--- src/rtl/fp_cmp_unit.sv ---
// Parametrised IEEE-754 comparator and MIN/MAX unit. Three-state sequencer:
// IDLE captures operands, CLASS classifies them, COMP registers results and pulses done.
module fp_cmp_unit #(
  parameter int EXP_W = 8,
  parameter int MAN_W = 23,
  localparam int W = 1 + EXP_W + MAN_W
) (
  input  logic         clk,
  input  logic         rst,
  input  logic         act,
  input  logic [1:0]   op,
  input  logic         sig,
  input  logic [W-1:0] in1,
  input  logic [W-1:0] in2,
  input  logic         clr_flags,
  output logic         busy,
  output logic         done,
  output logic         eq,
  output logic         less,
  output logic         great,
  output logic         unord,
  output logic         inv,
  output logic         inv_sticky,
  output logic [W-1:0] res
);

  typedef enum logic [1:0] {IDLE, CLASS, COMP} state_t;

  typedef struct packed {
    logic         zero;
    logic         nan;
    logic         snan;
    logic         sign;
    logic [W-2:0] mag;
  } cls_t;

  localparam logic [W-1:0] QNAN = {1'b0, {EXP_W{1'b1}}, 1'b1, {(MAN_W-1){1'b0}}};

  function automatic cls_t classify(input logic [W-1:0] x);
    cls_t c;
    logic exp_ones;
    logic frac_nz;
    exp_ones = &x[W-2:MAN_W];
    frac_nz  = |x[MAN_W-1:0];
    c.sign   = x[W-1];
    c.mag    = x[W-2:0];
    c.zero   = ~|x[W-2:0];
    c.nan    = exp_ones && frac_nz;
    c.snan   = c.nan && !x[MAN_W-1];
    return c;
  endfunction

  state_t       state_q, state_d;
  logic [W-1:0] a_q, b_q;
  logic [1:0]   op_q;
  logic         sig_q;
  cls_t         ca_q, cb_q;
  logic         done_q, eq_q, less_q, great_q, unord_q, inv_q, sticky_q, sticky_d;
  logic [W-1:0] res_q;

  logic         unord_c, eq_c, lt_raw, less_c, great_c, inv_c, is_cmp, is_min;
  logic [W-1:0] res_c;

  always_comb begin
    state_d = state_q;
    case (state_q)
      IDLE:    if (act) state_d = CLASS;
      CLASS:   state_d = COMP;
      COMP:    state_d = IDLE;
      default: state_d = IDLE;
    endcase
  end

  // Ordering: negative sign loses; equal signs compare magnitude, reversed when negative.
  always_comb begin
    is_min  = (op_q == 2'b01);
    is_cmp  = !(is_min || (op_q == 2'b10));
    unord_c = ca_q.nan || cb_q.nan;
    eq_c    = !unord_c && ((ca_q.zero && cb_q.zero) || (a_q == b_q));
    if (ca_q.sign != cb_q.sign) lt_raw = ca_q.sign;
    else if (ca_q.sign)         lt_raw = (ca_q.mag > cb_q.mag);
    else                        lt_raw = (ca_q.mag < cb_q.mag);
    less_c  = !unord_c && !eq_c && lt_raw;
    great_c = !unord_c && !eq_c && !lt_raw;
    inv_c   = ca_q.snan || cb_q.snan || (is_cmp && sig_q && unord_c);
    res_c   = '0;
    if (!is_cmp) begin
      if (ca_q.snan || cb_q.snan || (ca_q.nan && cb_q.nan)) res_c = QNAN;
      else if (ca_q.nan)                res_c = b_q;
      else if (cb_q.nan)                res_c = a_q;
      else if (ca_q.zero && cb_q.zero)  res_c = (is_min == ca_q.sign) ? a_q : b_q;
      else if (is_min)                  res_c = less_c ? a_q : b_q;
      else                              res_c = great_c ? a_q : b_q;
    end
  end

  // A setting done beats a coincident clear, whether clear lands on the COMP edge or the done cycle.
  always_comb begin
    sticky_d = sticky_q;
    if (clr_flags) sticky_d = 1'b0;
    if (((state_q == COMP) && inv_c) || (done_q && inv_q)) sticky_d = 1'b1;
  end

  always_ff @(posedge clk) begin
    if (rst) begin
      state_q  <= IDLE;
      done_q   <= 1'b0;
      eq_q     <= 1'b0;
      less_q   <= 1'b0;
      great_q  <= 1'b0;
      unord_q  <= 1'b0;
      inv_q    <= 1'b0;
      sticky_q <= 1'b0;
      res_q    <= '0;
    end else begin
      state_q  <= state_d;
      done_q   <= (state_q == COMP);
      sticky_q <= sticky_d;
      if (state_q == COMP) begin
        eq_q    <= eq_c;
        less_q  <= less_c;
        great_q <= great_c;
        unord_q <= unord_c;
        inv_q   <= inv_c;
        res_q   <= res_c;
      end
    end
  end

  always_ff @(posedge clk) begin
    if (state_q == IDLE && act) begin
      a_q   <= in1;
      b_q   <= in2;
      op_q  <= op;
      sig_q <= sig;
    end
    if (state_q == CLASS) begin
      ca_q <= classify(a_q);
      cb_q <= classify(b_q);
    end
  end

  assign busy       = (state_q != IDLE);
  assign done       = done_q;
  assign eq         = eq_q;
  assign less       = less_q;
  assign great      = great_q;
  assign unord      = unord_q;
  assign inv        = inv_q;
  assign inv_sticky = sticky_q;
  assign res        = res_q;

endmodule

--- config.mk ---
export PLATFORM = sky130hd
export DESIGN_NAME = fp_cmp_unit
export DESIGN_NICKNAME = d
export VERILOG_FILES = /design/src/rtl/fp_cmp_unit.sv
export SDC_FILE = /design/constraint.sdc
export NUM_CORES = 1
export LEC_CHECK = 0
export ABC_CLOCK_PERIOD_IN_PS = 7500
export BUFFER_PORTS_ARGS = -buffer_cell sky130_fd_sc_hd__buf_2
export CORE_AREA = 3 3 151 109
export CTS_CLUSTER_SIZE = 40
export DETAILED_ROUTE_END_ITERATION = 16
export DIE_AREA = 0 0 154 112
export PLACE_DENSITY = 0.76
export REMOVE_ABC_BUFFERS = 1
export SETUP_SLACK_MARGIN = 0.2
export SYNTH_ARGS = -nofsm -noshare
export SYNTH_HDL_FRONTEND = slang
export SYNTH_SLANG_ARGS = --single-unit
export TNS_END_PERCENT = 100
--- constraint.sdc ---
create_clock -name clk -period 7.5 [get_ports clk]
set_input_delay 1.5 -clock clk [delete_from_list [all_inputs] [get_ports clk]]
set_output_delay 1.5 -clock clk [all_outputs]
set_load 0.01 [all_outputs]
Word level (Yosys, flattened, before mapping)
Cells that the tools add are included.

word-level totals
  bits in registers = 178
  input bits = 71

operators by class
  $lt $le $gt $ge = 2
  equal/unequal tests = 8
  multiplexer cells = 15
  reductions and logical operators = 39

operator list
  cell                  number
  $mux W32              9
  $reduce_or A31 Y1     2
  $reduce_or A23 Y1     2
  $eq A32 B32 Y1        1
  $gt A31 B31 Y1        1
  $lt A31 B31 Y1        1
  $reduce_and A8 Y1     2
  $logic_and A1 B1 Y1   15
  $logic_not A1 Y1      8
  $logic_or A1 B1 Y1    7
  $eq A2 B1 Y1 const B  2
  $eq A2 B2 Y1 const B  2
  $mux W1               4
  $pmux W2 S2           1
  $reduce_bool A2 Y1    2
  $logic_not A2 Y1      1
  $mux W2               1
  $ne A2 B2 Y1 const B  1
  $eq A1 B1 Y1          1
  $ne A1 B1 Y1          1

Longest topological paths before layout
Gate-level depths: netlist of the first run.

  word-level depth = 13
  mapped depth = 12
  gate-level depth less buffers = 10

Worst setup path before layout of the first run
No wires, ideal clock.

  path kind = input-to-reg
  start = input port act
  end = register a_q[0] (enable)
  data arrival time = 4.333 ns
  slack = 2.675 ns
  stages = 2
  cell sequence = inv_1 nor2_1

between the ends
  longest elaborated chain between the ends = 1

RTL lines
  what                  line  RTL
  start, declared       10    input logic act,
  $logic_and A1 B1 Y1   131   if (state_q == IDLE && act) begin
  end signal, assigned  132   a_q <= in1;
  end, declared         54    logic [W-1:0] a_q, b_q;

No other way between the ends.
A chain may end at the register's enable or synchronous reset.

Final worst setup path of the first run
  start = register ca_q[33] (netlist bit)
  end = register res_q[0] (netlist: res[0])

between the ends
  longest elaborated chain between the ends = 13

RTL lines
  what                                    line        RTL
  start, declared                         57          cls_t ca_q, cb_q;
  start signal, assigned                  138         ca_q <= classify(a_q);
  $logic_or A1 B1 Y1                      78          unord_c = ca_q.nan || cb_q.nan;
  $logic_not A1 Y1                        79, 83, 84
  $logic_and A1 B1 Y1                     79          eq_c = !unord_c && ((ca_q.zero && cb_q.zero) || (a_q == b_q));
  $logic_not A1 Y1                        83, 84
  $logic_and A1 B1 Y1                     83, 84
  $logic_and A1 B1 Y1 (on tied branches)  84, 83
  $mux W32 (on tied branches)             93, 92
  $mux W32                                92          else if (is_min) res_c = less_c ? a_q : b_q;
  $mux W32                                91          else if (ca_q.zero && cb_q.zero) res_c = (is_min == ca_q.sign) ? a_q : b_q;
  $mux W32                                90          else if (cb_q.nan) res_c = a_q;
  $mux W32                                89          else if (ca_q.nan) res_c = b_q;
  $mux W32 *                              88          if (ca_q.snan || cb_q.snan || (ca_q.nan && cb_q.nan)) res_c = QNAN;
  $mux W32 *                              87          if (!is_cmp) begin
  end signal, assigned                    125         res_q <= res_c;
  end, declared                           59          logic [W-1:0] res_q;

Every way passes the cells marked *; elsewhere a longest branch is shown, timed or not.

==> qor.yml, run 1 <==
final_layout:
  final_cells: 1003
  nets: 893
  final_cell_mix: "137 x edfxtp_1, 110 x buf_2, 69 x nand2_1"
  area_growth_pct: 16.2
  utilization_pct: 63.2
  antenna_cells: 0
  drive_gt1_share_pct: 20.4
  final_common_cell: "edfxtp_1"
global_route:
  first_global_vias: 6396
  overflow: 0
  grt_max_degree: 72
  grtUsageTotal_pct: 25.8
  grt_pass1_wl_mm: 34.6
  antenna_found_initial: 0
clocking:
  cts_tree: "done"
  clock_sinks: 178
  cts_resized: 0
  clk_pin_slew_ns: 0.07
  htreeDepth: 4
  root_buffer: "clkbuf_16"
  insertion_delay_ns: 0.43
  hold_buffers: 0
  cts_setup_buffers: 0
  clk_path_buf_depth: 2
  cts_buffers: 17
sta:
  period_minus_slack_ns: 3.72
  finalHoldViolations: 0
  tns_ns: 0
  finalMaxSlewViolations: 0
  slew_headroom_pct: 13.5
  rsz0062_at_grt: "false"
  setup_viol: 0
  hold-worst-slack_ns: 0.480
  fin_crit_sh_pct: 49.6
  finClkSkew_ns: 0.0112
  fmax_mhz: 269
  worst_pin_slew_ns: 1.29
die:
  die_y_um: 112
  pin_count: 111
  initial_core_util_pct: 54.3
  placementRows: 38
  dieArea_sq_um: 17200
  die_w_um: 154
  coreArea_sq_um: 15300
critical_path:
  r2r_cells: 8
  worst-r2r-setup-slack_ns: 3.78
  r2r_start: "ca_q[33]"
  worst_ep_required_time_ns: 7.83
  cpMostUsedCell: "nor2_1"
  cpPeakStageDelay_ns: 0.85
  worstPathMaxFanout: 33
  setup.worst_path.end_class: "flop"
  critPathLaunchType: "flop"
  setup.worst_path.start: "ca_q[33]"
  crit_type: "reg2reg"
  arrival_ns: 4.05
  path_cells: "nor2_1 -> nand2_1 -> clkinv_1 -> o31ai_1 -> nor2_1 -> mux2_4 -> or2_1 -> a311oi_2"
  crit_path_top_delay_cell: "edfxtp_1"
  r2r_end: "res[0]"
placed_design:
  dp_cells: 971
  gp_congestion: 0.903
  numPortBuffers: 110
  dp.final_hpwl_mm: 14.9
logic_synthesis:
  synth-seq-cells: 178
  yosysSeqAreaShare_pct: 59.5
  syn_area_sq_um: 8290
  syn_area_per_cell_sq_um: 12.2
  yosysWarnings: 0
  syn-instance-count: 682
  synth_cell_types: 48
detailed_routing:
  drt_wl_total_mm: 22.0
  wire_per_inst_um: 21.9
  remaining_drc_errors: 0
  drtIter0Drc: 864
  ant_nets: 0
  firstDrtPassIters: 5
  num_vias: 6427
  vias_per_cell: 6.41
pwr:
  total_power_mw: 2.23
  ir_worst_vdd_v: 0.000134
  power.density_nw_per_um2: 231
  p_leak_nw: 3.65
min_path:
  hold_class: "reg2reg"
  hp-start: "res[5]"
  hold_depth: 2
  min_to: "res[5]"
flow_run:
  drv_cap: 0
run_status:
  status: "finished clean"
-- final cells by class --
type                            count  area [sq um]
Clock buffer                       24           472
Clock inverter                      8           105
Fill cell                        1137          5620
Inverter                           38           143
Multi-Input combinational cell    439          3140
Sequential cell                   178          4930
Tap cell                          200           250
Timing Repair Buffer              116           596
-- cell families after synthesis --
group	count (synthesis)	synth area share, %
XOR/XNOR	34	3.59
multiplexers	17	2.11
AND/OR/NAND/NOR	210	12.8
buffers and inverters	65	3.17
adder cells (fa/ha/maj)	32	4.83
flip-flops	178	59.5
AO/OA/AOI/OAI	146	14.0
-- Yosys cell counts (all sizes together) --
master     n  share of area (%)
a211o      2               0.21
a211oi     5               0.45
a21boi     1              0.091
a21o      10               0.91
a21oi     14               0.84
a221o      9                1.1
a221oi     1               0.11
a22oi     11                1.0
a2bb2oi   16                1.7
a311o      1               0.12
a311oi     7                1.3
a31o       1               0.11
and3       3               0.23
buf        6               0.50
clkbuf    21               0.95
clkinv     1              0.045
dfxtp     41                9.9
edfxtp   137                 50
ha        32                4.8
inv       37                1.7
mux2       1               0.18
mux2i     16                1.9
nand2     69                3.1
nand2b    19                1.4
nand3     20                1.2
nand3b     1              0.091
nand4     14                1.3
nor2      33                1.5
nor2b      5               0.38
nor3      15               0.91
nor4      28                2.4
o2111a     1               0.14
o2111ai   16                1.7
o211ai     9               0.81
o21ai     20                1.2
o221ai    16                1.7
o311a      1               0.12
o31a       1               0.11
o31ai      4               0.36
or2        3               0.23
xnor2      1               0.11
xor2      33                3.5
-- layer usage --
metal  share of wire, %  vias up  GRT usage (%)
li1                   -     2831              -
met1                 44     3075           38.9
met2                 43      472           35.7
met3                 12       49           8.00
met4                1.7        0           8.12
met5                  0        -              0
-- critical path, delay by kind of cell, from the launching register on --
kind                   cells  cell delay [ns]
DFF                        1             0.85
muxes                      1             0.51
AOI/OAI and AO/OA          2             0.76
buffers and inverters      1             0.56
and+or+nand+nor            4             0.92
-- worst max path at each step --
stage,to,cells past startpoint
final,res[0],8
after global placement,res[24],9
after floorplan,a_q[0],2
after global routing,res[0],8
after CTS,res[0],8
after detailed placement,res[0],9
-- power breakdown --
part	internal, mW	leakage, nW	switching [mW]
Sequential	1.12	1.62	0.0595
Clock	0.510	0.271	0.371
Combinational	0.0641	1.76	0.108
-- registers in the layout, summed over array words and instances (netlist names), 2 cells and up --
name	count
b_q	32
res	32
state_q	2
op_q	2
a_q	32
ca_q	35
cb_q	35
-- metrics by stage --
stage | worst slack (ns) | instance area, sq um
6_report | 3.78 | 9640
2_1_floorplan | 2.67 | 8170
3_5_place_dp | 3.99 | 9060
4_1_cts | 3.96 | 9640
3_3_place_gp | 4.19 | 9060
5_1_grt | 3.65 | 9640
(Power assumes the default switching activity.)
==> run 2: changes to the inputs <==
ABC_AREA = 1   (was default)
ABC_CLOCK_PERIOD_IN_PS = 3600   (was 7500)
CORE_AREA = 3 3 163 117   (was 3 3 151 109)
DIE_AREA = 0 0 166 120   (was 0 0 154 112)
PLACE_DENSITY = 0.75   (was 0.76)
clock period = 3.6 ns   (was 7.5 ns; I/O delays follow)
==> run 2 against run 1 <==
Compared with the run above: final area increased by 14%; register-to-register slack got worse by 3.4 ns; count of clock-buffer cells in the layout decreased by 6; die area increased by 15%; sequential power increased by 110%; core utilization decreased by 1.4 points; critical path depth increased by 9; first-iteration DRC count increased by 21%.
==> qor.yml, run 2 <==
detailed_routing:
  remaining_drc_errors: 0  # unchanged
  firstDrtPassIters: 12  # +7
  wire_per_inst_um: 17.6  # -20%
  drtIter0Drc: 1045  # +21%
  drt_wl_total_mm: 26.1  # +19%
  vias_per_cell: 5.75  # -10%
  num_vias: 8537  # +33%
  ant_nets: 0  # unchanged
critical_path:
  worst-r2r-setup-slack_ns: 0.39  # -3.39 ns
  r2r_cells: 17  # +9
  path_buf_inv: 1  # unchanged
  worstPathMaxFanout: 24  # -27%
  critPathLaunchType: "flop"
  r2r_end: "res[20]"
  setup.worst_path.end_class: "flop"
  worst_ep_required_time_ns: 3.96  # -3.87 ns
  r2r_start: "ca_q[13]"
  crit_path_top_delay_cell: "nand3_2"
  cpMostUsedCell: "nand2_1"
  path_cells: "ha_1 -> nand2_1 -> nor2_2 -> inv_1 -> nor2_1 -> nand2_1 -> nand2_1 -> nand2_1 -> nand2_2 -> nand2_2 -> nand2_4 -> nand3_2 -> o211ai_2 -> nand3_1 -> nand2_1 -> nand2_1 -> a21oi_1"
  cpPeakStageDelay_ns: 0.62  # -0.23 ns
  crit_family: "simple AND/OR/NAND/NOR gates"
  crit_type: "reg2reg"
  arrival_ns: 3.57  # -0.48 ns
logic_synthesis:
  yosysTopAreaCell: "edfxtp_1"
  syn_area_sq_um: 9650  # +16%
  synth_edf_count: 137  # unchanged
  synth_cell_types: 32  # -33%
  async_reset_ff_share_pct: 0  # unchanged
  yosysSeqAreaShare_pct: 51.1  # -8.4 points
  yosysWarnings: 0  # unchanged
  synth.top_cell.area_share_pct: 42.6  # -7.0 points
  synthFlopType: "edfxtp_1"
  syn_area_per_cell_sq_um: 8.45  # -31%
  synth_top_cells_by_count: "311 x nand2_1, 154 x inv_1, 137 x edfxtp_1, 84 x nand3_1, 84 x o21ai_0"
  netlist_top_cells_area: "edfxtp_1 43%, nand2_1 12%, dfxtp_1 8.5%, inv_1 6.0%, nand3_1 4.4%"
  syn-instance-count: 1143  # +68%
  synth_most_common_cell: "nand2_1"
  synth-seq-cells: 178  # unchanged
final_layout:
  final_cells: 1485  # +48%
  final_common_cell: "nand2_1"
  drive_gt1_share_pct: 15.0  # -5.5 points
  antenna_cells: 0  # unchanged
  regArea_sq_um: 4930  # unchanged
  top_regs: "ca_q x35, cb_q x35"
  nets: 1339  # +50%
  multiInputGateArea_sq_um: 3920  # +25%
  final_cell_mix: "311 x nand2_1, 154 x inv_1, 137 x edfxtp_1"
  area_growth_pct: 13.9
  fillers: 1502  # +32%
clocking:
  root_buffer: "clkbuf_16"
  clock_sinks: 178  # unchanged
  cts_tree: "done"
  htreeDepth: 4  # unchanged
  cts_buffers: 17  # unchanged
  insertion_delay_ns: 0.44  # about the same
  clk_path_buf_depth: 2  # unchanged
  hold_buffers: 0  # unchanged
  clk_pin_slew_ns: 0.07  # about the same
pwr:
  total_power_mw: 4.80  # +120%
  p_switching_mw: 1.30  # +140%
  pwr-share-clk_pct: 37.5  # -2.0 points
  power.density_nw_per_um2: 437  # +89%
  p_leak_nw: 4.92  # +35%
  power.internal_mw: 3.50  # +110%
  pwr-share-seq_pct: 50.4  # -2.4 points
  ir_worst_vdd_v: 0.000295  # +120%
  swShare_pct: 27.1  # +3.0 points
  combinationalPowerShare_pct: 12.1  # +4.4 points
sta:
  finalHoldViolations: 0  # unchanged
  finalMaxSlewViolations: 0  # unchanged
  fin_crit_sh_pct: 89.2  # +40 points
  rsz0062_at_grt: "false"
  slew_headroom_pct: 32.5  # +19 points
  timing.final.ws_setup_ns: 0.387  # -3.39 ns
  worst_pin_slew_ns: 1.01  # -0.282 ns
  finClkSkew_ns: 0.00974  # -0.00151 ns
  tns_ns: 0  # unchanged
  period_minus_slack_ns: 3.21  # -0.507 ns
  fmax_mhz: 311  # +16%
  setup_viol: 0  # unchanged
  hold-worst-slack_ns: 0.453  # -0.0272 ns
die:
  die_y_um: 120  # +7.1%
  die_w_um: 166  # +7.8%
  coreArea_sq_um: 17800  # +17%
  pin_count: 111  # unchanged
  initial_core_util_pct: 54.2  # -0.12 points
  dieArea_sq_um: 19900  # +15%
  placementRows: 41  # +7.9%
global_route:
  grt_pass1_wl_mm: 41.4  # +20%
  met3_usage_pct: 6.59  # -1.4 points
  grtUsageTotal_pct: 26.0  # +0.24 points
  met1_usage_pct: 38.2  # -0.72 points
  overflow: 0  # unchanged
  grt-busiest-layer: "met2"
  first_global_vias: 7872  # +23%
  met2_usage_pct: 38.9  # +3.3 points
  grt_max_degree: 50  # -31%
  antenna_found_initial: 0  # unchanged
placed_design:
  numPortBuffers: 110  # unchanged
  dp.final_hpwl_mm: 17.2  # +16%
  post-place-ws_ns: 0.504  # -3.49 ns
  dp_cells: 1452  # +50%
  gp_congestion: 0.886  # -2.0%
min_path:
  hold_depth: 1  # -1
  hold_class: "in2reg"
  hp-start: "in1[4]"
  min_to: "a_q[4]"
run_status:
  status: "finished clean"
flow_run:
  drv_cap: 0  # unchanged
[run 2: changes by cell type after synthesis, sizes merged, moves of 31 or more]
cell / delta
a21oi: +47
inv: +120
nand2: +248
nand3: +65
nand4: +31
nor2: +33
o21ai: +64
xor2: -33
[run 2: cell type report]
type / instances / area share, %
clock inverters: 14 / 1.16
well taps: 236 / 2.68
flip-flops and latches: 178 / 44.9
inverters: 157 / 5.36
clock buffers: 18 / 3.99
repair buffers: 127 / 6.28
multi-input cells: 755 / 35.7
[run 2: worst max path at each step]
stage	from	cells after the start	end	slack, ns
final	ca_q[13]	17	res[20]	0.39
after global routing	ca_q[13]	18	res[3]	0.25
after CTS	cb_q[14]	18	res[7]	0.35
after detailed placement	cb_q[14]	18	res[8]	0.50
after global placement	ca_q[14]	17	res[4]	0.62
after floorplan	act	2	a_q[0]	-0.45
[run 2: cells by family after synthesis]
group / count (synthesis) / synth area share [%]
AOI/OAI and AO/OA: 189 / 11.7
buffers and inverters: 211 / 8.61
and+or+nand+nor: 527 / 23.8
adders and majority gates: 32 / 4.15
xor gates and xnor gates: 6 / 0.544
DFF: 178 / 51.1
[run 2: repair_timing]
| item | 4_1_cts | 5_1_grt |
|---|---|---|
| setup endpoints to repair | 0 | 7 |
| gates resized for setup | 0 | 1 |
| buffers inserted | 0 | 0 |
[run 2: worst register-to-register path, stage by stage (launching register included)]
cell,delay (ns)
edfxtp_1,0.38
ha_1,0.30
nand2_1,0.08
nor2_2,0.15
inv_1,0.06
nor2_1,0.20
nand2_1,0.08
nand2_1,0.06
nand2_1,0.06
nand2_2,0.10
nand2_2,0.07
nand2_4,0.21
nand3_2,0.62
o211ai_2,0.40
nand3_1,0.10
nand2_1,0.07
nand2_1,0.06
a21oi_1,0.13
[run 2: per-stage QoR]
stage | util [%] | cell area (sq um)
finish | 61.8 | 11000
global route | 61.8 | 11000
CTS | 61.7 | 11000
detailed placement | 58.5 | 10400
global placement | 58.5 | 10400
floorplan | - | 9410
[run 2: power by group through the flow]
stage,Combinational [mW],Clock (mW),Sequential (mW)
final,0.582,1.80,2.42
after global routing,0.653,1.91,2.43
after CTS,0.565,1.81,2.42
after detailed placement,0.560,0,2.46
after global placement,0.543,0,2.46
after floorplan,0.368,0,2.44
[run 2: routing by layer]
| metal | vias up | share of wire, % |
|---|---|---|
| li1 | 4057 | - |
| met1 | 3873 | 44 |
| met2 | 565 | 43 |
| met3 | 42 | 12 |
| met4 | 0 | 1.3 |
| met5 | - | 0 |
==> run 3: changes to the inputs <==
ABC_AREA = 0   (was 1)
CORE_AREA = 3 3 151 109   (was 3 3 163 117)
DIE_AREA = 0 0 154 112   (was 0 0 166 120)
PLACE_DENSITY = 0.76   (was 0.75)
==> run 3 against run 2 <==
Compared with the run above: first-iteration DRC count shrank 11%; critical path depth is 7 lower; final area decreased by 11%; sequential power about the same; largest power group unchanged; count of clock-buffer cells in the layout did not move; setup slack improved by 0.20 ns.
==> qor.yml, run 3 (synthesis gave the netlist of run 1 again) <==
final_layout:
  final_common_cell: "edfxtp_1"
  drive_gt1_share_pct: 22.4  # +7.5 points
  antenna_cells: 0  # unchanged
  nets: 910  # -32%
  final_cell_mix: "137 x edfxtp_1, 110 x buf_2, 69 x nand2_1"
  stdcell_area_sq_um: 9840  # -11%
  top_regs: "ca_q x35, cb_q x35"
  area_growth_pct: 18.6
placed_design:
  post-place-ws_ns: 0.644  # +0.140 ns
  gp_congestion: 0.931  # +5.1%
  dpl-instance-area_sq_um: 9190  # -12%
  dp.final_hpwl_mm: 15.3  # -11%
  numPortBuffers: 110  # unchanged
die:
  die_w_um: 154  # -7.2%
  initial_core_util_pct: 54.3  # +0.12 points
  coreArea_sq_um: 15300  # -14%
  pin_count: 111  # unchanged
  die_y_um: 112  # -6.7%
  placementRows: 38  # -7.3%
  dieArea_sq_um: 17200  # -13%
pwr:
  p_leak_nw: 3.78  # -23%
  power.density_nw_per_um2: 492  # +13%
  pwr-share-clk_pct: 41.5  # +4.0 points
  power.internal_mw: 3.67  # +4.8%
  ir_worst_vdd_v: 0.000266  # -9.9%
  pwr-share-seq_pct: 50.3  # about the same
  swShare_pct: 24.2  # -2.9 points
  p_switching_mw: 1.17  # -9.9%
  combinationalPowerShare_pct: 8.2  # -3.9 points
  total_power_mw: 4.84  # +0.85%
sta:
  period_minus_slack_ns: 3.02  # -0.195 ns
  fin_crit_sh_pct: 83.8  # -5.4 points
  timing.final.ws_setup_ns: 0.582  # +0.195 ns
  finalHoldViolations: 0  # unchanged
  slew_headroom_pct: 28.4  # -4.1 points
  rsz0062_at_grt: "false"
  finClkSkew_ns: 0.0126  # +0.00284 ns
  fmax_mhz: 331  # +6.5%
  setup_viol: 0  # unchanged
  worst_pin_slew_ns: 1.07  # +0.0581 ns
  finalMaxSlewViolations: 0  # unchanged
min_path:
  hold_depth: 1  # unchanged
  hold_class: "in2reg"
  min_to: "a_q[4]"
  hp-start: "in1[4]"
critical_path:
  r2r_start: "ca_q[21]"
  critPathLaunchType: "flop"
  setup.worst_path.end_class: "flop"
  path_cells: "ha_1 -> a21oi_1 -> a21boi_0 -> o31ai_1 -> nand3_1 -> o311a_1 -> mux2_4 -> or2_1 -> buf_4 -> o221ai_1"
  r2r_cells: 10  # -7
  crit_family: "compound AO/OA/AOI/OAI gates"
  path_buf_inv: 1  # unchanged
  worstPathMaxFanout: 16  # -33%
  worst-r2r-setup-slack_ns: 0.58  # +0.20 ns
  cpPeakStageDelay_ns: 0.37  # -0.25 ns
  arrival_ns: 3.37  # -0.20 ns
  r2r_end: "res[28]"
  worst_ep_required_time_ns: 3.95  # about the same
  crit_path_top_delay_cell: "edfxtp_1"
  crit_type: "reg2reg"
detailed_routing:
  drt_wl_total_mm: 22.2  # -15%
  wire_per_inst_um: 21.8  # +24%
  num_vias: 6360  # -26%
  ant_nets: 0  # unchanged
  remaining_drc_errors: 0  # unchanged
  drtIter0Drc: 933  # -11%
  vias_per_cell: 6.24  # +8.5%
  firstDrtPassIters: 7  # -5
clocking:
  root_buffer: "clkbuf_16"
  cts_resized: 0  # unchanged
  clk_path_buf_depth: 2  # unchanged
  cts_setup_buffers: 0  # unchanged
  clock_sinks: 178  # unchanged
  clk_pin_slew_ns: 0.07  # about the same
  hold_buffers: 0  # unchanged
  insertion_delay_ns: 0.44  # about the same
  htreeDepth: 4  # unchanged
  cts_tree: "done"
  cts_buffers: 17  # unchanged
global_route:
  first_global_vias: 6324  # -20%
  overflow: 0  # unchanged
  antenna_found_initial: 0  # unchanged
  grt_pass1_wl_mm: 34.9  # -16%
  grtUsageTotal_pct: 26.3  # +0.24 points
  grt_max_degree: 49  # -2.0%
run_status:
  status: "finished clean"
flow_run:
  drv_cap: 0  # unchanged
-- run 3: cell types whose count changed in the layout (fill, tap and decap cells not counted), moves of 17 or more --
cell      before  now
a21oi_1       61   14
xor2_1         0   33
o21ai_0       84   20
inv_1        154   37
a221oi_1      25    1
nand2b_1       0   19
nand2_1      311   69
nand3_1       84   20
nor4_1         7   24
nor2_1        59   32
nand4_1       44   11
-- run 3: metrics by stage --
step	hold slack [ns]	setup TNS, ns	instances	utilization (%)
6_report	0.452	0	1020	64.5
5_1_grt	0.436	0	1020	64.5
4_1_cts	0.440	0	1019	64.4
3_5_place_dp	0.459	0	987	60.2
3_3_place_gp	0.450	0	987	60.2
2_1_floorplan	0.487	-57.10	655	-
-- run 3: how the worst max path moves through the flow --
| stage | start | to | slack [ns] | cells past startpoint |
|---|---|---|---|---|
| 6_report | ca_q[21] | res[28] | 0.58 | 10 |
| 5_1_grt | cb_q[21] | res[27] | 0.39 | 11 |
| 4_1_cts | ca_q[21] | res[18] | 0.62 | 10 |
| 3_5_place_dp | ca_q[26] | res[18] | 0.64 | 10 |
| 3_3_place_gp | a_q[0] | res[0] | 0.68 | 9 |
| 2_1_floorplan | act | a_q[0] | -0.45 | 2 |
-- run 3: metal layers --
metal  part of all wire (%)  track usage, %
met1                     44            39.5
met2                     43            37.1
met3                     11            7.19
met4                    1.7            8.53
met5                      0               0
-- run 3: area by class of cell --
cell class	count	area [sq um]
timing repair buffer	133	748
fill	1142	5420
multi-input combinational	439	3130
sequential	178	4930
clock buffer	18	439
inverter	38	143
clock inverter	14	199
tap	200	250
-- run 3: power groups by stage --
stage	registers [mW]	logic, mW	clock network [mW]
2_1_floorplan	2.45	0.213	0
3_3_place_gp	2.47	0.371	0
3_5_place_dp	2.47	0.387	0
4_1_cts	2.43	0.391	2.02
5_1_grt	2.44	0.433	2.12
6_report	2.44	0.397	2.01
